[src/rtl/sigmoid_pkg.sv]
// rtl/sigmoid_pkg.sv - shared state encoding and default widths for the sigmoid scheduler
package sigmoid_pkg;

    localparam logic [2:0] ST_IDLE = 3'd0;
    localparam logic [2:0] ST_ARG  = 3'd1;
    localparam logic [2:0] ST_RES  = 3'd2;
    localparam logic [2:0] ST_ERR  = 3'd3;
    localparam logic [2:0] ST_FBK  = 3'd4;

    typedef enum logic [2:0] {
        IDLE = ST_IDLE,
        ARG  = ST_ARG,
        RES  = ST_RES,
        ERR  = ST_ERR,
        FBK  = ST_FBK
    } state_t;

    localparam int DEF_ARG_W = 16;
    localparam int DEF_RES_W = 8;
    localparam int DEF_FBK_W = 16;

endpackage

[src/rtl/rr_arbiter.sv]
// rtl/rr_arbiter.sv - combinational round-robin picker, searches upward from ptr+1 with wrap
module rr_arbiter #(
    parameter int N = 4
) (
    input  logic [N-1:0]         req,
    input  logic [$clog2(N)-1:0] ptr,
    output logic [N-1:0]         grant,
    output logic [$clog2(N)-1:0] idx,
    output logic                 valid
);

    localparam int IW = $clog2(N);

    always_comb begin
        grant = '0;
        idx   = '0;
        valid = 1'b0;
        // k = N lands back on ptr itself, so a lone re-requester still wins
        for (int k = 1; k <= N; k++) begin
            if (!valid && req[(int'(ptr) + k) % N]) begin
                valid                        = 1'b1;
                idx                          = IW'((int'(ptr) + k) % N);
                grant[(int'(ptr) + k) % N]   = 1'b1;
            end
        end
    end

endmodule

[src/rtl/sigmoid_scheduler.sv]
// rtl/sigmoid_scheduler.sv - time-shares one sigmoid unit among N neurons, one transaction at a time
module sigmoid_scheduler
    import sigmoid_pkg::*;
#(
    parameter int N     = 4,
    parameter int ARG_W = DEF_ARG_W,
    parameter int RES_W = DEF_RES_W,
    parameter int FBK_W = DEF_FBK_W
) (
    input  logic                 clk,
    input  logic                 rst,
    input  logic                 train,
    input  logic [N-1:0]         req_arg_stb,
    input  logic [N*ARG_W-1:0]   req_arg_dat,
    output logic [N-1:0]         req_arg_rdy,
    output logic [N-1:0]         req_res_stb,
    output logic [RES_W-1:0]     req_res_dat,
    input  logic [N-1:0]         req_res_rdy,
    input  logic [N-1:0]         req_err_stb,
    input  logic [N*ARG_W-1:0]   req_err_dat,
    output logic [N-1:0]         req_err_rdy,
    output logic [N-1:0]         req_fbk_stb,
    output logic [FBK_W-1:0]     req_fbk_dat,
    input  logic [N-1:0]         req_fbk_rdy,
    output logic                 act_en,
    output logic                 act_arg_stb,
    output logic [ARG_W-1:0]     act_arg_dat,
    input  logic                 act_arg_rdy,
    input  logic                 act_res_stb,
    input  logic [RES_W-1:0]     act_res_dat,
    output logic                 act_res_rdy,
    output logic                 act_err_stb,
    output logic [ARG_W-1:0]     act_err_dat,
    input  logic                 act_err_rdy,
    input  logic                 act_fbk_stb,
    input  logic [FBK_W-1:0]     act_fbk_dat,
    output logic                 act_fbk_rdy,
    output logic [$clog2(N)-1:0] gnt,
    output logic                 busy
);

    localparam int IW = $clog2(N);

    state_t          state, state_n;
    logic [IW-1:0]   ptr, ptr_n, gnt_n;
    logic [N-1:0]    gnt_oh, gnt_oh_n;
    logic            mode, mode_n;
    logic [N-1:0]    arb_grant;
    logic [IW-1:0]   arb_idx;
    logic            arb_valid;

    rr_arbiter #(.N(N)) u_arb (
        .req   (req_arg_stb),
        .ptr   (ptr),
        .grant (arb_grant),
        .idx   (arb_idx),
        .valid (arb_valid)
    );

    always_ff @(posedge clk or posedge rst) begin
        if (rst) begin
            state  <= IDLE;
            ptr    <= IW'(N - 1);
            gnt    <= '0;
            gnt_oh <= '0;
            mode   <= 1'b0;
        end else begin
            state  <= state_n;
            ptr    <= ptr_n;
            gnt    <= gnt_n;
            gnt_oh <= gnt_oh_n;
            mode   <= mode_n;
        end
    end

    always_comb begin
        state_n     = state;
        ptr_n       = ptr;
        gnt_n       = gnt;
        gnt_oh_n    = gnt_oh;
        mode_n      = mode;
        req_arg_rdy = '0;
        req_res_stb = '0;
        req_res_dat = '0;
        req_err_rdy = '0;
        req_fbk_stb = '0;
        req_fbk_dat = '0;
        act_arg_stb = 1'b0;
        act_arg_dat = '0;
        act_res_rdy = 1'b0;
        act_err_stb = 1'b0;
        act_err_dat = '0;
        act_fbk_rdy = 1'b0;
        busy        = (state != IDLE);
        act_en      = mode && (state != IDLE);
        case (state)
            IDLE: begin
                if (arb_valid) begin
                    state_n  = ARG;
                    ptr_n    = arb_idx;
                    gnt_n    = arb_idx;
                    gnt_oh_n = arb_grant;
                    mode_n   = train;
                end
            end
            ARG: begin
                act_arg_stb = req_arg_stb[gnt];
                act_arg_dat = req_arg_dat[int'(gnt)*ARG_W +: ARG_W];
                req_arg_rdy = gnt_oh & {N{act_arg_rdy}};
                if (act_arg_stb && act_arg_rdy) state_n = RES;
            end
            RES: begin
                req_res_stb = gnt_oh & {N{act_res_stb}};
                req_res_dat = act_res_dat;
                act_res_rdy = req_res_rdy[gnt];
                if (act_res_stb && act_res_rdy) state_n = mode ? ERR : IDLE;
            end
            ERR: begin
                act_err_stb = req_err_stb[gnt];
                act_err_dat = req_err_dat[int'(gnt)*ARG_W +: ARG_W];
                req_err_rdy = gnt_oh & {N{act_err_rdy}};
                if (act_err_stb && act_err_rdy) state_n = FBK;
            end
            FBK: begin
                req_fbk_stb = gnt_oh & {N{act_fbk_stb}};
                req_fbk_dat = act_fbk_dat;
                act_fbk_rdy = req_fbk_rdy[gnt];
                if (act_fbk_stb && act_fbk_rdy) state_n = IDLE;
            end
            default: state_n = IDLE;
        endcase
    end

endmodule
[config.mk]
export PLATFORM = sky130hd
export DESIGN_NAME = sigmoid_scheduler
export DESIGN_NICKNAME = d
export VERILOG_FILES = /design/src/rtl/sigmoid_pkg.sv /design/src/rtl/rr_arbiter.sv /design/src/rtl/sigmoid_scheduler.sv
export SDC_FILE = /design/constraint.sdc
export NUM_CORES = 1
export LEC_CHECK = 0
export ABC_AREA = 1
export BUFFER_PORTS_ARGS = -buffer_cell sky130_fd_sc_hd__buf_4
export CORE_AREA = 2 2 99 101
export DETAILED_ROUTE_END_ITERATION = 8
export DIE_AREA = 0 0 101 103
export GPL_ROUTABILITY_DRIVEN = 0
export PLACE_DENSITY = 0.6
export SYNTH_ARGS = -nofsm -noshare
export SYNTH_HDL_FRONTEND = slang
export SYNTH_SLANG_ARGS = --single-unit
[constraint.sdc]
create_clock -name clk -period 3.42 [get_ports clk]
set_clock_uncertainty 0.05 [all_clocks]
set_input_delay 0.342 -clock clk [delete_from_list [all_inputs] [get_ports clk]]
set_output_delay 0.342 -clock clk [all_outputs]
set_load 0.01 [all_outputs]
### After elaboration in Yosys (flattened, before gate mapping)

Cells that the tools add are included.

* bits in registers: 12
* bits in latches: 0
* RAM bits: 0
* ROM bits: 0
* bits of input ports: 175
* output and inout bits: 80
* memories: 0

* add/subtract/negate cells: 4
* $mul: 0
* div/mod/pow operators: 0
* $lt $le $gt $ge: 9
* eq/ne operators: 9
* shifts and indexed selects: 2
* mux-type cells: 59
* bitwise operators: 11
* reductions and logical operators: 23

Operators with widths (count)
* variable part select 64 x 7 -> 16 bit: 2
* 2-to-1 mux 16 bit: 3
* 2-to-1 mux 4 bit: 8
* 2-to-1 mux 1 bit: 24
* AND 4 bit: 4
* binary-select mux 1 bit (select 2 bit): 8
* less-than comparator 3 x 4 -> 1 bit, second input constant: 4
* 2-to-1 mux 3 bit: 5
* one-hot mux 3 bit (5 select lines): 1
* >= comparator 3 x 1 -> 1 bit, second input constant: 4
* logical AND 1 bit: 12
* OR 4 bit: 3
* 2-to-1 mux 2 bit: 5
* != test 2 bit, second input constant: 5
* demux 1 bit (select 2 bit): 4
* 2-to-1 mux 8 bit: 1
* OR reduction 2 bit: 4
* == test 3 x 2 -> 1 bit, second input constant: 2
* AND reduction 5 bit: 1
* adder 2 x 1 -> 2 bit, second input constant: 2
* adder 2 bit, second input constant: 2
* AND 1 bit, first input constant: 4
* == test 3 x 1 -> 1 bit, second input constant: 1
* == test 3 bit, second input constant: 1
* 5 further kinds: 7

### Depth between registers and ports, before layout

Gate-level depths: netlist (run 1).

* depth after elaboration: 18
* depth in mapped cells: 12
* mapped depth without buffers: 11

### Modules after synthesis

Synthesis (run 1) repeated with hierarchy kept, for this count alone.

* cells, all modules: 516
* area total of the unflattened synthesis: 2755.1 µm²

Modules (own cells, without submodules)
* sigmoid_scheduler: times used 1, cells an instance 435, area an instance 2219.6 µm², seq. area each 302.8 µm²
* rr_arbiter: times used 1, cells an instance 81, area an instance 535.5 µm², seq. area each 0.0 µm²

### Worst setup path after synthesis (run 1)

OpenSTA, ideal clock, no wires.

* path kind: register to register
* from: reg ptr[0]
* to: reg gnt_oh[3]
* library setup time: 0.118 ns
* data arrival time: 1.693 ns
* setup slack: 1.559 ns
* cell stages (with the launch flop): 11
* buffers on the path: 0
* period minus slack after synthesis: 1.861 ns
* cells stage by stage: dfstp_2 > inv_2 > ha_1 > inv_1 > nand2_1 > nand2_2 > inv_2 > nand3_1 > nand3_1 > nor2_1 > nor2_2

* longest elaborated chain between the ends: 15
* elaborated cells on any way between the ends: 62
* classes of those cells: add/sub (4); order compare (8); mux (28); bitwise (7); reduce/logical (15)

Ends and longest elaborated chain
* from (decl): RTL line sigmoid_scheduler.sv:45 `logic [IW-1:0] ptr, ptr_n, gnt_n;`
* from (signal assigned): RTL line sigmoid_scheduler.sv:63 `ptr <= IW'(N - 1);`
* from (signal assigned): RTL line sigmoid_scheduler.sv:69 `ptr <= ptr_n;`
* branches (longest 15 deep; another with less-than comparator 3 x 4 -> 1 bit)
* to (signal assigned): RTL line sigmoid_scheduler.sv:71 `gnt_oh <= gnt_oh_n;`
* to (decl): RTL line sigmoid_scheduler.sv:46 `logic [N-1:0] gnt_oh, gnt_oh_n;`

Several ways; the timed one is not identified. The select of a mux whose other input is x is not followed.
A chain may end at the register's enable or synchronous reset.

### Final worst setup path (run 1)

* from: reg gnt[0]
* to: out act_arg_dat[6]

* longest elaborated chain between the ends: 2

Ends and longest elaborated chain
* from (decl): RTL line sigmoid_scheduler.sv:38 `output logic [$clog2(N)-1:0] gnt,`
* from (signal assigned): RTL line sigmoid_scheduler.sv:70 `gnt <= gnt_n;`
* variable part select 64 x 7 -> 16 bit: RTL line sigmoid_scheduler.sv:108 `act_arg_dat = req_arg_dat[int'(gnt)*ARG_W +: ARG_W];`
* 2-to-1 mux 16 bit: RTL line sigmoid_scheduler.sv:96 `case (state)`
* to (decl): RTL line sigmoid_scheduler.sv:27 `output logic [ARG_W-1:0] act_arg_dat,`

Every way passes these cells.

==> impl_metrics.toml, run 1 <==
[status]
status = "finished clean"

[final_layout]
finalNetCount = 934
fillers = 1047
syn_to_final_growth_pct = 78.9
fin_area_mm2 = 0.00456
antenna_cells = 0
drive_gt1_share_pct = 38.1

[timing]
fin_crit_ns = 2.39
setup_ws_ns = 1.03
grt_setup_unrepaired = "false"
setup_viol = 0
drv_slew = 0
tns_ns = 0
min_period_over_period_pct = 69.8
worst_pin_slew_ns = 0.793
maxSlewHeadroom_pct = 47.1
fmaxAchievable_mhz = 419
finalHoldViolCount = 0

[global_route]
grt_use_total_pct = 21.2
grt_antenna_before_repair = 0
grt_max_degree = 74
grt-ovfl-total = 0
grt_pass1_wl_um = 17900
first_global_vias = 3624

[clock_tree]
cts.sinks = 12
cts_hold_buffers = 0
ctsResizeCount = 0
htreeDepth = 1
cts_setup_buffers = 0
insertion_delay_ns = 0.24
numCtsBuffers = 3
cts-root-buf = "clkbuf_8"
clockBufferDepth = 2
cts.clk_slew.worst_paths_ns = 0.05
cts_tree = "built"

[critical_path]
critPathKind = "flop to output port"
crit_required_ns = 3.03
critPathLaunch = "gnt[0]$_DFFE_PP0P_"
reg2regPathDepth = 10
worstSetupEndpointType = "output port"
r2r_setup_slack_ns = 1.29
crit_fanout = 73
crit_end = "act_arg_dat[6]"
crit_path_start_kind = "flop"
rr_endpoint = "gnt_oh[2]$_DFFE_PP0P_"
r2r-start = "ptr[1]$_DFFE_PP1P_"
critical_path_arrival_ns = 1.99

[route]
post-route-drc-count = 0
drt_iter0_drc = 168
viasPerCell = 4.74
drt_wl_total_um = 12400
ant_nets = 0
vias = 4097
routedWlPerCell_um = 14.4
detail_route.first_pass.iterations = 5

[job]
maxCapViolations = 0

[synthesis]
ys_seq_area_share_pct = 11.9
post_synth.cell_area_avg_um2 = 4.92
synth_top_family_by_area = "simple AND/OR/NAND/NOR gates"
synthMuxAreaShare_pct = 0
yosysWarnings = 0
synth-xor-area-share_pct = 0
synthSimpleGateAreaFrac_pct = 50.6
synth_seq_cells = 12
synth_compound_area_share_pct = 20.4
synth_fp_nets = 701
synth_area_mm2 = 0.00255
yosysUniqueCellTypes = 23
syn_inst = 518
synthAdderAreaFrac_pct = 3.93

[place]
port_buffers = 254
placed_area_mm2 = 0.00450
dpl.hpwl_um = 9850
pre_cts_slack_ns = 1.29

[die]
dieArea_mm2 = 0.0104
die_y_um = 103
chipWidth_um = 101
design.portCount = 255
fp-row-count = 36
coreArea_mm2 = 0.00946
initial_utilization_pct = 26.9

[power_and_ir_drop]
leakage_uw = 0.00254
ir_drop_uv = 458
powerDensity_mw_per_mm2 = 685

[worst_hold_path]
hold_path_class = "input port to asynchronous set/reset pin"
==> where the power goes <==
group	internal (uW)	total [uW]	switching [uW]
sequential	232	351	119
combinational	1010	2620	1610
clock	101	151	49.1
==> cell usage after synthesis, drive strengths merged <==
cell	number	area share, %
a21oi	35	6.9
dfrtp	10	9.8
inv	53	7.9
ha	8	3.9
nor2	180	27
clkbuf	19	2.8
nand2	75	12
clkinv	1	0.15
buf	10	2.3
nor3	17	3.7
nand3	39	7.9
o21ai	69	14
dfstp	2	2.1
==> registers in the layout (all words and copies together), names as in the netlist <==
| register | flops |
|---|---|
| gnt_oh | 4 |
| gnt | 2 |
| mode | 1 |
| state | 3 |
| ptr | 2 |
==> logic make-up (layout without fill, tap and decap cells) <==
group | count (synthesis) | after routing
and+or+nand+nor | 311 | 311
buffers and inverters | 83 | 315
adders and majority gates | 8 | 8
DFF | 12 | 12
AOI/OAI and AO/OA | 104 | 104
==> cell type report <==
cell class	instances	area [um2]	share of cell area, %
sequential	12	304	6.67
timing repair buffer	257	1940	42.6
clock buffer	4	55.1	1.21
inverter	54	205	4.50
multi-input combinational	423	1910	41.9
tap	114	143	3.13
==> critical path, stage by stage, from the launching register on <==
cell and delay [ns]:
dfrtp_2 0.57, inv_4 0.51, o21ai_0 0.29, a21oi_1 0.20, buf_4 0.15
==> metal layers <==
layer | GRT usage, % | up-vias | share of wire (%)
li1 | - | 2105 | -
met1 | 25.4 | 1837 | 40
met5 | 0 | - | 0
met2 | 40.9 | 145 | 53
met4 | 3.85 | 0 | 1.1
met3 | 2.44 | 10 | 6.2
==> cells in the final DEF, fill, tap and decap left out <==
| cell | instances |
|---|---|
| nor2_2 | 4 |
| inv_4 | 1 |
| clkinv_1 | 1 |
| buf_12 | 1 |
| buf_4 | 256 |
| a21oi_1 | 35 |
| nor3_2 | 2 |
| inv_2 | 5 |
| dfrtp_1 | 9 |
| o21ai_1 | 3 |
| ha_1 | 8 |
| nor2_1 | 175 |
| nand2_2 | 8 |
| nand3_2 | 1 |
| nor2_4 | 1 |
| inv_1 | 47 |
| nand3_1 | 38 |
| nor3_1 | 15 |
| dfstp_2 | 2 |
| dfrtp_2 | 1 |
| clkbuf_8 | 4 |
| o21ai_0 | 66 |
| nand2_1 | 67 |
==> how the worst min path moves through the flow <==
stage	from	end	slack [ns]	cells past startpoint
finish	rst	gnt_oh[3]$_DFFE_PP0P_	0.06	2
global route	rst	state[1]$_DFFE_PP0P_	0.11	2
CTS	rst	state[1]$_DFFE_PP0P_	0.08	2
detailed placement	rst	gnt_oh[3]$_DFFE_PP0P_	0.34	2
global placement	rst	gnt_oh[2]$_DFFE_PP0P_	0.33	2
floorplan	rst	gnt[0]$_DFFE_PP0P_	0.16	1
==> per-stage QoR <==
step / power, uW / utilization [%] / cells / hold WS, ns
finish: 3120 / 48.2 / 864 / 0.0649
global route: 3490 / 48.2 / 864 / 0.109
CTS: 3150 / 48.2 / 864 / 0.0837
detailed placement: 2980 / 47.6 / 860 / 0.342
global placement: 2960 / 47.6 / 860 / 0.331
floorplan: 2080 / - / 518 / 0.155
Note: power is estimated with default switching activity, not from simulation.
==> run 2, diff against run 1 <==
--- a/config.mk
+++ b/config.mk
@@ -7,11 +7,11 @@
 export LEC_CHECK = 0
 export ABC_AREA = 1
 export BUFFER_PORTS_ARGS = -buffer_cell sky130_fd_sc_hd__buf_4
-export CORE_AREA = 2 2 99 101
+export CORE_AREA = 2 2 100 102
 export DETAILED_ROUTE_END_ITERATION = 8
-export DIE_AREA = 0 0 101 103
+export DIE_AREA = 0 0 102 104
 export GPL_ROUTABILITY_DRIVEN = 0
-export PLACE_DENSITY = 0.6
+export PLACE_DENSITY = 0.59
 export SYNTH_ARGS = -nofsm -noshare
 export SYNTH_HDL_FRONTEND = slang
 export SYNTH_SLANG_ARGS = --single-unit
==> constraint.sdc (replaced) <==
create_clock -name clk -period 2.4 [get_ports clk]
set_clock_uncertainty 0.05 [all_clocks]
set_input_delay 0.24 -clock clk [delete_from_list [all_inputs] [get_ports clk]]
set_output_delay 0.24 -clock clk [all_outputs]
set_load 0.01 [all_outputs]
==> run 2 against run 1 <==
Net effect:
- sequential cell count unchanged
- combinational power up 48%
- sequential share of layout area down 0.11 points
- die area up 2.0%
- count of clock-buffer cells in the layout unchanged
- critical path depth up 1
- cell count up 2.8%
- via count about the same
- routed wire length up 4.4%
- sequential power up 29%
- largest cell class unchanged
==> impl_metrics.toml, run 2 (synthesis results as in run 1) <==
[final_layout]
top_regs = "gnt_oh (4), state (3)"
mostFrequentLayoutCell = "buf_4"
drive_gt1_share_pct = 38.5
syn_to_final_growth_pct = 81.9
fin_area_mm2 = 0.00464
largest_register = "gnt_oh"
layout.cells.non_filler = 888
final_core_util_pct = 48.5
antenna_cells = 0
finalNetCount = 939
largest_reg_flops = 4
final_cell_mix = "buf_4, nor2_1, nand2_1"

[power_and_ir_drop]
powerDensity_mw_per_mm2 = 985
ir_drop_uv = 798
leakage_uw = 0.00257

[global_route]
grt_use_total_pct = 22.4
grt_max_degree = 74
grt-ovfl-total = 0
grt_pass1_wl_um = 19300
first_global_vias = 3675
grt_antenna_before_repair = 0

[critical_path]
cpPeakStageDelay_ns = 0.44
critical_path_arrival_ns = 1.82
crit_family = "buffers and inverters"
crit_buf_inv = 3
crit_required_ns = 2.11
crit_path_start_kind = "flop"
cpMostUsedCell = "inv_1"
worstSetupEndpointType = "output port"
crit_fanout = 22
critPathKind = "flop to output port"
crit_slowest_cell = "dfrtp_1"
crit_chain = "inv_1 -> nor3_1 -> inv_1 -> a21oi_1 -> buf_4"

[timing]
fin_crit_ns = 2.11
drv_slew = 0
min_period_over_period_pct = 88.0
finalHoldViolCount = 0
setup_ws_ns = 0.288
setup_viol = 0
worst_pin_slew_ns = 0.848
fmaxAchievable_mhz = 473
tns_ns = 0
grt_setup_unrepaired = "false"
maxSlewHeadroom_pct = 43.4

[route]
vias = 4101
drt_iter0_drc = 210
detail_route.first_pass.iterations = 4
drt_wl_total_um = 12900
ant_nets = 0
post-route-drc-count = 0
viasPerCell = 4.62
routedWlPerCell_um = 14.6

[place]
port_buffers = 254
post-place-cells = 883
pre_cts_slack_ns = 0.356
dpl.hpwl_um = 10400
placed_area_mm2 = 0.00457

[clock_tree]
cts_setup_buffers = 0
cts-root-buf = "clkbuf_8"
numCtsBuffers = 3
cts.clk_slew.worst_paths_ns = 0.06
cts.sinks = 12
insertion_delay_ns = 0.24
cts_tree = "built"
clockBufferDepth = 2
htreeDepth = 1

[die]
fp-row-count = 36
dieArea_mm2 = 0.0106
initial_utilization_pct = 26.7
chipWidth_um = 102
die_y_um = 104
design.portCount = 255
coreArea_mm2 = 0.00955

[job]
maxCapViolations = 0

[status]
status = "finished clean"

[worst_hold_path]
hold_path_class = "input port to flop"
run 2: power by group:
group	switching, uW	leakage, uW	internal (uW)
clock	75.8	0.0000288	145
sequential	122	0.000142	331
combinational	2380	0.00240	1510
run 2: final timing paths:
kind	startpoint	endpoint	slack, ns	depth (start not counted)
setup / recovery	state[0]$_DFFE_PP0P_	act_arg_dat[13]	0.29	5
hold reg to reg	gnt_oh[0]$_DFFE_PP0P_	gnt_oh[0]$_DFFE_PP0P_	0.48	2
hold / removal	train	mode$_DFFE_PP0P_	0.17	3
max in group asynchronous	rst	ptr[0]$_DFFE_PP1P_	1.43	3
min in group asynchronous	rst	gnt_oh[2]$_DFFE_PP0P_	0.52	3
setup reg to reg	ptr[1]$_DFFE_PP1P_	gnt[1]$_DFFE_PP0P_	0.33	10
run 2: layout make-up:
| type | instances | area (um2) |
|---|---|---|
| well taps | 133 | 166 |
| inverters | 54 | 205 |
| repair buffers | 262 | 1990 |
| clock buffers | 4 | 55.1 |
| flip-flops and latches | 12 | 304 |
| fillers | 1064 | 4910 |
| multi-input cells | 423 | 1910 |
run 2: per-stage QoR:
step           power (uW)  hold slack [ns]
2_1_floorplan        2960           0.0533
3_3_place_gp         4300            0.232
3_5_place_dp         4360            0.240
4_1_cts              4600            0.170
5_1_grt              5050            0.170
6_report             4570            0.169
run 2: worst reg2reg max path: stages, from the launching register on:
cell,delay [ns]
dfstp_2,0.62
inv_1,0.17
ha_1,0.37
inv_1,0.10
nand3_1,0.09
nand2_1,0.06
nor2_2,0.22
nand3_1,0.10
nand3_1,0.10
nand2_1,0.08
nand2_1,0.07
run 2: metal layers:
layer | global-route usage (%) | wire (um)
met5 | 0 | 0
met4 | 3.52 | 121
met3 | 3.29 | 828
met2 | 42.2 | 6870
met1 | 26.8 | 5130
run 2: repair_timing:
| action | 4_1_cts | 5_1_grt |
|---|---|---|
| gates resized for setup | 0 | 1 |
| hold buffers | 1 | 0 |
| setup endpoints to repair | 0 | 3 |
| endpoints found under the hold margin | 10 | 0 |
==> run 3, diff against run 2 <==
--- a/config.mk
+++ b/config.mk
@@ -12,6 +12,7 @@
 export DIE_AREA = 0 0 102 104
 export GPL_ROUTABILITY_DRIVEN = 0
 export PLACE_DENSITY = 0.59
+export REMOVE_ABC_BUFFERS = 1
 export SYNTH_ARGS = -nofsm -noshare
 export SYNTH_HDL_FRONTEND = slang
 export SYNTH_SLANG_ARGS = --single-unit
==> run 3 against run 2 <==
Net effect:
- critical path type unchanged
- non-clock buffer count decreased by 1
- sequential share of layout area about the same
- count of clock-buffer cells in the layout unchanged
- hold slack got worse by 0.0022 ns
- die area unchanged
- worst setup slack got worse by 0.0063 ns
- cell count decreased by 0.11%
- fmax decreased by 0.30%
- sequential power increased by 7.5%
- global-route usage increased by 0.087 points
==> impl_metrics.toml, run 3 (synthesis results as in run 1) <==
[critical_path]
crit_fanout = 22
critical_path_arrival_ns = 1.83
worstSetupEndpointType = "output port"
crit_required_ns = 2.11
critPathKind = "flop to output port"
crit_path_start_kind = "flop"

[final_layout]
largest_register = "gnt_oh"
antenna_cells = 0
syn_to_final_growth_pct = 81.1
final_cell_mix = "buf_4, nor2_1, nand2_1"
finalNetCount = 938
top_regs = "gnt_oh (4), state (3)"
drive_gt1_share_pct = 38.5
fillers = 1060
final_core_util_pct = 48.3
mostFrequentLayoutCell = "buf_4"
largest_reg_flops = 4

[timing]
fin_crit_ns = 2.12
worst_pin_slew_ns = 0.816
fmaxAchievable_mhz = 472
grt_setup_unrepaired = "false"
maxSlewHeadroom_pct = 45.5
finalHoldViolCount = 0
setup_viol = 0
min_period_over_period_pct = 88.3
setup_ws_ns = 0.282
drv_slew = 0

[clock_tree]
cts.sinks = 12
cts_tree = "built"
cts-root-buf = "clkbuf_8"
clockBufferDepth = 2
numCtsBuffers = 3
cts.clk_slew.worst_paths_ns = 0.05
insertion_delay_ns = 0.24
cts_setup_buffers = 0
htreeDepth = 1

[global_route]
grt_use_total_pct = 22.5
grt_util_met1_pct = 27.1
grt_util_met3_pct = 3.29
grt_antenna_before_repair = 0
grt_use_met2_pct = 41.3
grt-ovfl-total = 0
busiest_layer = "met2"
grt_pass1_wl_um = 19600
first_global_vias = 3786
grt_max_degree = 49

[power_and_ir_drop]
leakage_uw = 0.00256
ir_drop_uv = 709
powerDensity_mw_per_mm2 = 978

[die]
design.portCount = 255
die_y_um = 104
chipWidth_um = 102
dieArea_mm2 = 0.0106
initial_utilization_pct = 26.7
coreArea_mm2 = 0.00955
fp-row-count = 36

[route]
detail_route.first_pass.iterations = 5
viasPerCell = 4.63
post-route-drc-count = 0
ant_nets = 0
drt_wl_total_um = 12800
routedWlPerCell_um = 14.5
drt_iter0_drc = 164
vias = 4106

[worst_hold_path]
hold_path_class = "input port to flop"

[status]
status = "finished clean"

[place]
pre_cts_slack_ns = 0.333
dpl.hpwl_um = 10200
port_buffers = 254

[job]
maxCapViolations = 0
run 3: worst max-delay path, stage by stage, from the launching register on:
cell	delay, ns
dfrtp_1	0.43
inv_1	0.09
nor3_1	0.19
inv_1	0.40
nor3_1	0.31
buf_4	0.17
run 3: area by class of cell:
class                   count  area [um2]  share of cell area [%]
clock buffers               4        55.1                    1.19
inverters                  54         205                    4.45
multi-input cells         423        1910                    41.4
flip-flops and latches     12         304                    6.59
well taps                 133         166                    3.61
repair buffers            261        1970                    42.8
run 3: final timing paths:
| check | from | cells after the start | to | slack (ns) |
|---|---|---|---|---|
| min in group asynchronous | rst | 3 | gnt_oh[2]$_DFFE_PP0P_ | 0.52 |
| hold / removal | train | 3 | mode$_DFFE_PP0P_ | 0.17 |
| max in group asynchronous | rst | 3 | gnt[0]$_DFFE_PP0P_ | 1.43 |
| setup / recovery | state[0]$_DFFE_PP0P_ | 5 | req_arg_rdy[1] | 0.28 |
| hold reg to reg | gnt_oh[3]$_DFFE_PP0P_ | 2 | gnt_oh[3]$_DFFE_PP0P_ | 0.46 |
| setup reg to reg | ptr[1]$_DFFE_PP1P_ | 10 | gnt[1]$_DFFE_PP0P_ | 0.31 |
run 3: metrics by stage:
| step | power, uW | instances | TNS (ns) | cell area (um2) | hold WS [ns] |
|---|---|---|---|---|---|
| finish | 4520 | 887 | 0 | 4620 | 0.167 |
| global route | 5040 | 887 | 0 | 4620 | 0.179 |
| CTS | 4530 | 887 | 0 | 4620 | 0.162 |
| detailed placement | 4290 | 882 | 0 | 4550 | 0.246 |
| global placement | 4250 | 882 | 0 | 4550 | 0.240 |
| floorplan | 2800 | 489 | -8.16 | 2420 | 0.0533 |
run 3: layer usage:
layer	vias up	wire length, um
li1	2110	-
met1	1837	5150
met2	142	6610
met3	17	852
met4	0	232
met5	-	0
run 3: repair_timing:
action,CTS,global route
hold buffers,1,0
gates resized for setup,0,1
setup endpoints to repair,0,20
endpoints found under the hold margin,10,0
run 3: report_power, final:
group | switching [uW] | total [uW] | internal [uW]
Clock | 77.1 | 222 | 145
Combinational | 2330 | 3810 | 1480
Sequential | 157 | 487 | 331
